--- config.mk ---
export PLATFORM = sky130hd
export DESIGN_NAME = posit_div_iter
export DESIGN_NICKNAME = d
export VERILOG_FILES = /design/src/rtl/posit_pkg.sv /design/src/rtl/DSR_right_N_S.sv /design/src/rtl/data_extract.sv /design/src/rtl/posit_div_encode.sv /design/src/rtl/posit_div_iter.sv
export SDC_FILE = /design/constraint.sdc
export NUM_CORES = 1
export LEC_CHECK = 0
export CAP_MARGIN = 30
export CORE_UTILIZATION = 45
export DETAILED_ROUTE_END_ITERATION = 10
export PLACE_DENSITY = 0.67
export SLEW_MARGIN = 20
export SYNTH_ARGS = -nofsm -noshare
export SYNTH_HDL_FRONTEND = slang
export SYNTH_SLANG_ARGS = --single-unit
--- constraint.sdc ---
create_clock -name aclk -period 10.2 [get_ports aclk]
set_input_delay 1.02 -clock aclk [delete_from_list [all_inputs] [get_ports aclk]]
set_output_delay 1.02 -clock aclk [all_outputs]
set_load 0.01 [all_outputs]
--- src/rtl/posit_pkg.sv ---
// ---------------------------------------------------------------------------
// posit_pkg
// Shared definitions for the iterative posit divider:
//   - log2 / bs_of : ceiling log2, used to derive the regime-count width Bs
//   - nar_const    : NaR bit pattern (only the MSB set) for an n-bit posit
//   - zero_const   : zero bit pattern for an n-bit posit
//   - div_state_t  : divider FSM states
// ---------------------------------------------------------------------------
package posit_pkg;

  function automatic int log2(input int value);
    int r;
    r = 0;
    while ((1 << r) < value) r++;
    return r;
  endfunction

  // Regime-count width for an n-bit posit.
  function automatic int bs_of(input int n);
    return log2(n);
  endfunction

  function automatic logic [63:0] nar_const(input int n);
    return 64'd1 << (n - 1);
  endfunction

  function automatic logic [63:0] zero_const(input int n);
    logic [63:0] z;
    z        = '0;
    z[n - 1] = 1'b0;
    return z;
  endfunction

  typedef enum logic [1:0] {
    IDLE   = 2'd0,
    DECODE = 2'd1,
    DIVIDE = 2'd2,
    PACK   = 2'd3
  } div_state_t;

endpackage

--- src/rtl/DSR_right_N_S.sv ---
// ---------------------------------------------------------------------------
// DSR_right_N_S
// Logarithmic logical right shifter (zero fill).
//   a : N-bit input word
//   b : S-bit shift amount
//   c : a >> b
// ---------------------------------------------------------------------------
module DSR_right_N_S #(
  parameter int N = 16,
  parameter int S = 4
) (
  input  logic [N-1:0] a,
  input  logic [S-1:0] b,
  output logic [N-1:0] c
);

  logic [N-1:0] stage [0:S];

  assign stage[0] = a;

  // Stage gi shifts by 2**gi when bit gi of the amount is set.
  for (genvar gi = 0; gi < S; gi++) begin : g_stage
    assign stage[gi+1] = b[gi] ? (stage[gi] >> (1 << gi)) : stage[gi];
  end

  assign c = stage[S];

endmodule

--- src/rtl/data_extract.sv ---
// ---------------------------------------------------------------------------
// data_extract
// Field decoder for a non-negative posit (sign already removed).
//   in     : posit word, MSB expected to be 0
//   rc     : regime polarity (1 = run of ones)
//   regime : run of ones -> run length - 1; run of zeros -> run length
//   exp    : exponent field (zero where it ran off the end of the word)
//   mant   : {hidden 1, fraction} left-aligned, N-es bits
// ---------------------------------------------------------------------------
module data_extract
  import posit_pkg::*;
#(
  parameter int N  = 16,
  parameter int es = 3
) (
  input  logic [N-1:0]            in,
  output logic                    rc,
  output logic [bs_of(N)-1:0]     regime,
  output logic [es-1:0]           exp,
  output logic [N-es-1:0]         mant
);

  localparam int Bs = bs_of(N);

  logic [Bs:0]  run;
  logic         stop;
  logic [N-2:0] body;
  logic         unused_sign;

  assign rc          = in[N-2];
  assign unused_sign = in[N-1];

  // Length of the leading run of regime bits.
  always_comb begin
    run  = '0;
    stop = 1'b0;
    for (int i = N - 2; i >= 0; i--) begin
      if (!stop && (in[i] == rc)) run = run + 1'b1;
      else                        stop = 1'b1;
    end
  end

  // Drop the run and its terminator; exponent then fraction follow.
  assign body   = in[N-2:0] << (run + 1'b1);
  assign regime = Bs'(rc ? (run - 1'b1) : run);
  assign exp    = body[N-2 -: es];
  assign mant   = {1'b1, body[N-2-es:0]};

endmodule

--- src/rtl/posit_div_encode.sv ---
// ---------------------------------------------------------------------------
// posit_div_encode
// Combinational posit packer for the divider.
//   sign    : result sign
//   scale   : signed binary scale (regime * 2**es + exponent)
//   mant    : normalised quotient, MSB is the hidden 1
//   rem_nz  : final division remainder is non-zero
//   posit   : packed result, magnitude clamped to [minpos, maxpos]
// Build option POSIT_DIV_ROUND_NEAREST_EN: round-to-nearest-even on the
// packed magnitude; otherwise the magnitude is truncated.
// ---------------------------------------------------------------------------
module posit_div_encode
  import posit_pkg::*;
#(
  parameter int N    = 16,
  parameter int es   = 3,
  parameter int ITER = N - es + 2
) (
  input  logic                              sign,
  input  logic signed [bs_of(N)+es+1:0]     scale,
  input  logic [ITER-1:0]                   mant,
  input  logic                              rem_nz,
  output logic [N-1:0]                      posit
);

  localparam int Bs = bs_of(N);
  localparam int SW = Bs + es + 2;
  // regime terminator + exponent + fraction + room for the largest shift
  localparam int W  = 1 + es + (ITER - 1) + N;
  localparam logic signed [SW-1:0] KMAX = SW'(N - 2);
  localparam logic signed [SW-1:0] KMIN = -SW'(N - 2);
  localparam logic [N-2:0] MAXMAG = '1;
  localparam logic [N-2:0] MINMAG = (N-1)'(1);

  logic signed [SW-1:0] k;
  logic signed [SW-1:0] len;
  logic [es-1:0]        e;
  logic                 rb;
  logic                 ovf, unf;
  logic [W-1:0]         vec, flip, sh_in, sh_out, packed_w;
  logic [N-2:0]         mag, mag_r, mag_f;
  logic                 guard, sticky;
  logic                 unused_bits;

  assign k   = scale >>> es;
  assign e   = scale[es-1:0];
  assign rb  = ~k[SW-1];
  assign ovf = k > KMAX;
  assign unf = k < KMIN;
  // Run length: k+1 ones for k >= 0, -k zeros for k < 0.
  assign len = rb ? (k + 1'b1) : (-k);

  // The shifter zero-fills; inverting before and after makes it fill with
  // the regime bit while leaving the payload intact.
  assign vec   = {~rb, e, mant[ITER-2:0], {N{1'b0}}};
  assign flip  = {W{rb}};
  assign sh_in = vec ^ flip;

  DSR_right_N_S #(.N(W), .S(Bs)) u_shift (
    .a (sh_in),
    .b (len[Bs-1:0]),
    .c (sh_out)
  );

  assign packed_w = sh_out ^ flip;
  assign mag      = packed_w[W-1 -: N-1];
  assign guard    = packed_w[W-N];
  assign sticky   = (|packed_w[W-N-1:0]) | rem_nz;

  assign unused_bits = ^{mant[ITER-1], len[SW-1:Bs]};

`ifdef POSIT_DIV_ROUND_NEAREST_EN
  logic round_up;
  // Incrementing only ever moves away from zero; maxpos is never exceeded.
  assign round_up = guard & (sticky | mag[0]) & ~(&mag);
  assign mag_r    = mag + (N-1)'(round_up);
`else
  logic unused_round;
  assign unused_round = ^{guard, sticky};
  assign mag_r        = mag;
`endif

  assign mag_f = ovf ? MAXMAG : (unf ? MINMAG : mag_r);
  assign posit = sign ? (~{1'b0, mag_f} + 1'b1) : {1'b0, mag_f};

endmodule

--- src/rtl/posit_div_iter.sv ---
// ---------------------------------------------------------------------------
// posit_div_iter
// Iterative posit<N,es> divider, result = in1 / in2, using radix-2 restoring
// mantissa division. One operation in flight; fixed latency ITER+2 cycles
// from the accepting edge to the done edge.
//   aclk, aresetn : clock, asynchronous active-low reset
//   in1, in2      : dividend / divisor posits, captured when start is
//                   accepted in IDLE
//   start         : request, ignored while busy
//   busy          : operation in progress
//   result        : quotient posit, held until the next done
//   inf, zero     : result is NaR / zero
//   done          : one-cycle completion pulse
// Build option POSIT_DIV_ROUND_NEAREST_EN selects round-to-nearest-even
// instead of truncation in the packer.
// ---------------------------------------------------------------------------
module posit_div_iter
  import posit_pkg::*;
#(
  parameter int N  = 16,
  parameter int es = 3
) (
  input  logic         aclk,
  input  logic         aresetn,
  input  logic [N-1:0] in1,
  input  logic [N-1:0] in2,
  input  logic         start,
  output logic         busy,
  output logic [N-1:0] result,
  output logic         inf,
  output logic         zero,
  output logic         done
);

  localparam int Bs   = bs_of(N);
  localparam int ITER = N - es + 2;
  localparam int SW   = Bs + es + 2;
  localparam int MW   = N - es;
  localparam int CW   = log2(ITER);
  localparam logic [N-1:0] NAR  = N'(nar_const(N));
  localparam logic [N-1:0] ZERO = N'(zero_const(N));

  div_state_t           state_q, state_d;
  logic [N-1:0]         a_q, a_d, b_q, b_d;
  logic                 sign_q, sign_d;
  logic                 nar_q, nar_d;
  logic                 zro_q, zro_d;
  logic signed [SW-1:0] scale_q, scale_d;
  logic [MW-1:0]        div_q, div_d;
  logic [MW:0]          rem_q, rem_d;
  logic [ITER-1:0]      quo_q, quo_d;
  logic [CW-1:0]        cnt_q, cnt_d;
  logic [N-1:0]         result_q, result_d;
  logic                 inf_q, inf_d, zero_q, zero_d, done_q, done_d, busy_q, busy_d;

  // ---------------- operand decode ----------------
  logic [N-1:0]         a_abs, b_abs;
  logic                 rc1, rc2;
  logic [Bs-1:0]        reg1, reg2;
  logic [es-1:0]        exp1, exp2;
  logic [MW-1:0]        mant1, mant2;
  logic signed [SW-1:0] r1, r2, sc1, sc2;

  assign a_abs = a_q[N-1] ? (~a_q + 1'b1) : a_q;
  assign b_abs = b_q[N-1] ? (~b_q + 1'b1) : b_q;

  data_extract #(.N(N), .es(es)) u_ext1 (
    .in(a_abs), .rc(rc1), .regime(reg1), .exp(exp1), .mant(mant1)
  );
  data_extract #(.N(N), .es(es)) u_ext2 (
    .in(b_abs), .rc(rc2), .regime(reg2), .exp(exp2), .mant(mant2)
  );

  assign r1  = rc1 ? SW'(reg1) : -SW'(reg1);
  assign r2  = rc2 ? SW'(reg2) : -SW'(reg2);
  // Low es bits of r << es are zero, so OR inserts the exponent.
  assign sc1 = (r1 <<< es) | SW'(exp1);
  assign sc2 = (r2 <<< es) | SW'(exp2);

  // ---------------- divide step ----------------
  logic        q_bit;
  logic [MW:0] rem_sub;

  assign q_bit   = rem_q >= {1'b0, div_q};
  assign rem_sub = rem_q - {1'b0, div_q};

  // ---------------- normalise + pack ----------------
  logic [ITER-1:0]      q_norm;
  logic signed [SW-1:0] scale_pk;
  logic [N-1:0]         enc_out;

  // Quotient lies in (0.5, 2); a clear MSB means one left shift.
  assign q_norm   = quo_q[ITER-1] ? quo_q : {quo_q[ITER-2:0], 1'b0};
  assign scale_pk = scale_q - SW'(!quo_q[ITER-1]);

  posit_div_encode #(.N(N), .es(es), .ITER(ITER)) u_enc (
    .sign   (sign_q),
    .scale  (scale_pk),
    .mant   (q_norm),
    .rem_nz (rem_q != '0),
    .posit  (enc_out)
  );

  // ---------------- FSM ----------------
  always_comb begin
    state_d  = state_q;
    a_d      = a_q;
    b_d      = b_q;
    sign_d   = sign_q;
    nar_d    = nar_q;
    zro_d    = zro_q;
    scale_d  = scale_q;
    div_d    = div_q;
    rem_d    = rem_q;
    quo_d    = quo_q;
    cnt_d    = cnt_q;
    result_d = result_q;
    inf_d    = inf_q;
    zero_d   = zero_q;
    busy_d   = busy_q;
    done_d   = 1'b0;

    case (state_q)
      IDLE: begin
        if (start) begin
          a_d     = in1;
          b_d     = in2;
          busy_d  = 1'b1;
          state_d = DECODE;
        end
      end
      DECODE: begin
        sign_d  = a_q[N-1] ^ b_q[N-1];
        nar_d   = (a_q == NAR) || (b_q == NAR) || (b_q == ZERO);
        zro_d   = (a_q == ZERO);
        scale_d = sc1 - sc2;
        div_d   = mant2;
        rem_d   = {1'b0, mant1};
        quo_d   = '0;
        cnt_d   = '0;
        state_d = DIVIDE;
      end
      DIVIDE: begin
        rem_d = (q_bit ? rem_sub : rem_q) << 1;
        quo_d = {quo_q[ITER-2:0], q_bit};
        cnt_d = cnt_q + 1'b1;
        if (cnt_q == CW'(ITER - 1)) state_d = PACK;
      end
      PACK: begin
        if (nar_q) begin
          result_d = NAR;
          inf_d    = 1'b1;
          zero_d   = 1'b0;
        end else if (zro_q) begin
          result_d = ZERO;
          inf_d    = 1'b0;
          zero_d   = 1'b1;
        end else begin
          result_d = enc_out;
          inf_d    = 1'b0;
          zero_d   = 1'b0;
        end
        done_d  = 1'b1;
        busy_d  = 1'b0;
        state_d = IDLE;
      end
      default: state_d = IDLE;
    endcase
  end

  always_ff @(posedge aclk or negedge aresetn) begin
    if (!aresetn) begin
      state_q  <= IDLE;
      a_q      <= '0;
      b_q      <= '0;
      sign_q   <= 1'b0;
      nar_q    <= 1'b0;
      zro_q    <= 1'b0;
      scale_q  <= '0;
      div_q    <= '0;
      rem_q    <= '0;
      quo_q    <= '0;
      cnt_q    <= '0;
      result_q <= '0;
      inf_q    <= 1'b0;
      zero_q   <= 1'b0;
      done_q   <= 1'b0;
      busy_q   <= 1'b0;
    end else begin
      state_q  <= state_d;
      a_q      <= a_d;
      b_q      <= b_d;
      sign_q   <= sign_d;
      nar_q    <= nar_d;
      zro_q    <= zro_d;
      scale_q  <= scale_d;
      div_q    <= div_d;
      rem_q    <= rem_d;
      quo_q    <= quo_d;
      cnt_q    <= cnt_d;
      result_q <= result_d;
      inf_q    <= inf_d;
      zero_q   <= zero_d;
      done_q   <= done_d;
      busy_q   <= busy_d;
    end
  end

  assign busy   = busy_q;
  assign result = result_q;
  assign inf    = inf_q;
  assign zero   = zero_q;
  assign done   = done_q;

endmodule

==> out/metrics.cfg, run 1 <==
[run_status]
status=finished with violations
failed_checks=negative setup slack

[cts]
cts-root-buf=clkbuf_16
cts_sinks=112
clk-insertion-delay-late_ns=0.39
ctsHoldBuffers=0
clock_tree.buffer_depth=2
cts_max_level=3
cts_tree=yes
clk_pin_slew_ns=0.09
cts_buffers=9

[floorplanning]
die_w_um=178
rows=64
die_y_um=178
ioPinCount=55
core_area_mm2=0.0306
start_util_pct=45.7
dieArea_mm2=0.0318

[critical_path]
crit_slowest_cell=or4_4
crit_type=register to register
startpoint_type=register
crit_family=compound AO/OA/AOI/OAI gates
path_buf_inv=2
arrival_ns=10.74
worst-path-max-fanout=5
endpoint_kind=register
max_stage_delay_ns=0.60
crit_required_ns=10.45
cpMostUsedCell=a21oi_2

[timing]
setup_viol=4
period_share_pct=103
relSlewSlack_pct=38.0
worst_slew_pin_slew_ns=0.930
hold_viol_final=0
rsz0062_at_grt=true
maxClockFrequency_mhz=95.3
layout_setup_ws_ns=-0.298
period_needed_ns=10.50
maxSlewViolCount=0
fin_worst_skew_ns=0.0164

[global_route]
grt-ovfl-total=0
grt_pass1_vias=13300
antenna_found_initial=0
grt_max_degree=67
grt_pass1_wl_um=67100
track_usage_pct=26.1

[drt]
postRouteAntennaNets=0
drt-pass1-iter-count=6
wirelength_um=41100
wl_per_cell_um=18.1
drtIter0Drc=1035
viasPerCell=6.19
drc=0
vias=14100

[cells_and_area]
fin_nets=1969
drive_above_1_share_pct=22.5
num-fill-cells=2845
stdcell_area_mm2=0.0168
areaGrowthSynthToFinish_pct=20.5
num_antenna_cells=0

[logic_synthesis]
synth_common_cells=137 x nor2_1, 128 x nand2_1, 112 x dfrtp_1
syn_inst=1718
ys_seq_elements=112
synth.area.mux_share_pct=12.2
seq_area_frac_synth_pct=20.1
synthSimpleGateAreaFrac_pct=22.8
synthTopCellsByArea=dfrtp_1 20%, ha_1 5.3%, mux2_2 5.2%, mux2i_1 4.7%, nor2_1 3.7%
synth_ff_type=dfrtp_1
synth-compound-area-share_pct=25.7
syn_nets=1814
synth_fa_ha_area_share_pct=5.78
synth_top_cell_by_area=dfrtp_1
async_reset_ff_share_pct=100
yosysMostFrequentCell=nor2_1
synth-xor-area-share_pct=7.98
yosysWarnings=0
syn_avg_cell_area_um2=8.13
synth_cell_types=108
synth_edf_count=0
yosysTopAreaCellShare_pct=20.1
netlist_area_mm2=0.0140
synth_top_family_by_area=compound AO/OA/AOI/OAI gates

[placed_design]
dpl_cell_area_mm2=0.0159
place.gp.congestion=0.961
hpwl_um=31400
place_ws_ns=-0.329
placement.io_buffers=54

[min_path]
hold_path_class=register to register

[job]
drv_cap=0

## per-stage QoR
step                      setup TNS (ns)  utilization, %  std cells  hold slack, ns
after floorplan                   -0.721               -       1718           0.440
after global placement            -0.191            51.9       2216           0.457
after detailed placement          -0.829            51.9       2217           0.473
after CTS                         -0.375            54.1       2261           0.497
after global routing               -3.37            55.1       2274           0.521
final                             -0.772            55.1       2274           0.491
## state kept, by name (all words and copies together) (netlist names), 2 cells and up
signal,count
a_q,16
b_q,16
cnt_q,4
div_q,13
quo_q,15
rem_q,14
result,16
scale_q,9
state_q,2
## placed cells by master, fill, tap and decap left out, drive strengths merged, types with 59 or more instances in the layout
master,n
xnor2,64
mux2,68
nand2,129
nand3,68
inv,89
dfrtp,112
o21ai,113
a21oi,83
buf,186
mux2i,67
nor2,137
ha,59
## cells by family (layout without fill, tap and decap cells)
family,count (synthesis),in the layout
AO/OA/AOI/OAI,499,499
XOR/XNOR,103,103
adder cells (fa/ha/maj),64,64
buffers and inverters,183,343
flip-flops,112,112
multiplexers,146,146
AND/OR/NAND/NOR,611,611
## what timing repair did
action,in CTS,in global routing
pin swaps,40,34
hold endpoints to repair,0,0
endpoints found under the setup margin,5,8
resized for setup,27,32
buffers inserted,29,11
## worst paths after layout
check	from	to	slack, ns	cells past startpoint
hold reg to reg	result[3]	result[3]	0.49	1
min in group asynchronous	aresetn	result[3]	0.63	1
hold / removal	result[3]	result[3]	0.49	1
setup / recovery	b_q[10]	scale_q[8]	-0.30	52
setup reg to reg	b_q[10]	scale_q[8]	-0.30	52
max in group asynchronous	aresetn	b_q[15]	8.42	3
## layout make-up
cell class	instances	area, µm²	share of cell area, %
multi-input combinational	1423	10900	64.9
clock buffer	9	225	1.34
tap	396	495	2.94
timing repair buffer	239	1960	11.6
clock inverter	7	93.8	0.557
inverter	88	334	1.98
sequential	112	2800	16.6
## per-layer routing
metal	vias up	global-route usage, %	share of wire [%]
met1	6783	34.1	45
met5	-	0	0
met4	0	7.38	2.2
met2	429	44.9	48
li1	6804	-	-
met3	66	3.24	4.9
Power of run 1 is not shown: default switching activity piles up to over one toggle a cycle in this logic, so the estimate is an artifact.
==> run 2: changes to the inputs <==
--- a/config.mk
+++ b/config.mk
@@ -9,6 +9,7 @@
 export CORE_UTILIZATION = 45
 export DETAILED_ROUTE_END_ITERATION = 10
 export PLACE_DENSITY = 0.67
+export SETUP_SLACK_MARGIN = 0.5
 export SLEW_MARGIN = 20
 export SYNTH_ARGS = -nofsm -noshare
 export SYNTH_HDL_FRONTEND = slang
==> out/metrics.cfg, run 2 (synthesized netlist as in run 1, its figures left out) <==
[floorplanning]
start_util_pct=45.7  ; unchanged
ioPinCount=55  ; unchanged
die_w_um=178  ; unchanged
die_y_um=178  ; unchanged
dieArea_mm2=0.0318  ; unchanged
core_area_mm2=0.0306  ; unchanged
rows=64  ; unchanged

[timing]
period_share_pct=102  ; was 103%
tns_ns=-0.317  ; was -0.772 ns
fin_worst_skew_ns=0.0112  ; was 0.0164 ns
hold_viol_final=0  ; unchanged
period_needed_ns=10.38  ; was 10.50 ns
rsz0062_at_grt=true  ; unchanged
maxSlewViolCount=0  ; unchanged
setup_viol=3  ; was 4
maxClockFrequency_mhz=96.3  ; was 95.3 MHz
relSlewSlack_pct=36.9  ; was 38.0%
worst_slew_pin_slew_ns=0.947  ; was 0.930 ns
layout_setup_ws_ns=-0.183  ; was -0.298 ns

[cells_and_area]
drive_above_1_share_pct=22.2  ; was 22.5%
areaGrowthSynthToFinish_pct=20.2  ; was 20.5%
layout_common_cells=179 x buf_4, 132 x nor2_1, 125 x nand2_1  ; was 181 x buf_4, 132 x nor2_1, 125 x nand2_1
final_common_cell=buf_4  ; unchanged
fin_nets=1968  ; was 1969
final_cell_count_no_fill=2273  ; was 2274
ff_latch_area_mm2=0.00280  ; unchanged
fin_util_pct=54.9  ; was 55.1%
num-fill-cells=2839  ; was 2845
multi_input_area_mm2=0.0109  ; about the same
num_antenna_cells=0  ; unchanged
stdcell_area_mm2=0.0168  ; about the same

[min_path]
hold-path-cell-count=1  ; unchanged
hold_path_class=register to register  ; unchanged

[cts]
ctsHoldBuffers=0  ; unchanged
cts_buffers=9  ; unchanged
cts_max_level=3  ; unchanged
clock_tree.buffer_depth=2  ; unchanged
clk_pin_slew_ns=0.09  ; about the same
cts_sinks=112  ; unchanged
cts-root-buf=clkbuf_16  ; unchanged
cts_tree=yes  ; unchanged
clk-insertion-delay-late_ns=0.38  ; was 0.39 ns

[placed_design]
hpwl_um=31600  ; was 31400 µm
dpl_cell_area_mm2=0.0160  ; was 0.0159 mm²
placed_cells=2232  ; was 2217
placement.io_buffers=54  ; unchanged
place.gp.congestion=0.965  ; was 0.961

[critical_path]
crit_required_ns=10.45  ; about the same
endpoint_kind=register  ; unchanged
cp-endpoint=scale_q[8]  ; unchanged
reg2reg_to=scale_q[8]  ; unchanged
rr_startpoint=b_q[10]  ; unchanged
worst-path-max-fanout=5  ; unchanged
cp-startpoint=b_q[10]  ; unchanged
arrival_ns=10.63  ; was 10.74 ns
cpMostUsedCell=a21oi_2  ; unchanged
startpoint_type=register  ; unchanged
r2r_slack_ns=-0.18  ; was -0.30 ns
crit_type=register to register  ; unchanged
r2r_cells=53  ; was 52
max_stage_delay_ns=0.60  ; about the same
crit_slowest_cell=or4_4  ; unchanged

[global_route]
track_usage_pct=25.8  ; was 26.1%
grt_max_degree=67  ; unchanged
antenna_found_initial=0  ; unchanged
grt_pass1_wl_um=66300  ; was 67100 µm
grt-ovfl-total=0  ; unchanged
grt_pass1_vias=12900  ; was 13300

[run_status]
failed_checks=negative setup slack  ; unchanged
status=finished with violations  ; unchanged

[drt]
viasPerCell=6.19  ; about the same
vias=14100  ; about the same
drtIter0Drc=1170  ; was 1035
drt-pass1-iter-count=5  ; was 6
drc=0  ; unchanged
wirelength_um=40800  ; was 41100 µm
postRouteAntennaNets=0  ; unchanged
wl_per_cell_um=18.0  ; was 18.1 µm

[job]
drv_cap=0  ; unchanged

run 2: cell count changes in the layout (fill, tap and decap cells not counted), sizes merged:
| cell | previous run | this run |
|---|---|---|
| clkinv | 5 | 3 |
| buf | 186 | 185 |
| inv | 89 | 92 |
| clkinvlp | 1 | 0 |
run 2: routing by layer:
layer,share of wire (%),GRT usage (%)
met1,45,34.4
met2,48,43.8
met3,5.5,3.07
met4,1.7,6.71
met5,0,0
run 2: worst min path at each step:
stage,from,endpoint,slack [ns]
after floorplan,div_q[12],div_q[12],0.44
after global placement,div_q[12],div_q[12],0.46
final,div_q[12],div_q[12],0.48
after CTS,div_q[12],div_q[12],0.48
after global routing,div_q[12],div_q[12],0.51
after detailed placement,div_q[12],div_q[12],0.46
run 2: what timing repair did:
| action | CTS | global route |
|---|---|---|
| endpoints found under the setup margin | 8 | 21 |
| gates resized for setup | 26 | 34 |
| pin swaps | 28 | 23 |
| setup buffers | 15 | 9 |
| gates cloned | 0 | 1 |
run 2: final cells by class:
class | instances | area share [%]
timing repair buffer | 238 | 11.5
clock inverter | 7 | 0.544
sequential | 112 | 16.7
clock buffer | 9 | 1.34
tap | 396 | 2.95
multi-input combinational | 1423 | 65.0
inverter | 88 | 1.97
run 2: stage by stage:
stage | hold WS, ns | setup WS (ns)
2_1_floorplan | 0.440 | -0.387
3_3_place_gp | 0.457 | -0.246
3_5_place_dp | 0.460 | -0.369
4_1_cts | 0.482 | -0.209
5_1_grt | 0.510 | -0.648
6_report | 0.476 | -0.183
run 2: critical path: cells and delay by family (launching register included):
kind                       cells  cell delay [ns]
and+or+nand+nor               15             2.68
DFF                            1             0.39
xor gates and xnor gates       3             0.56
AOI/OAI and AO/OA             16             2.35
muxes                          6             1.20
adders and majority gates     10             2.73
buffers and inverters          3             0.32
Power of run 2 is left out for the same reason.
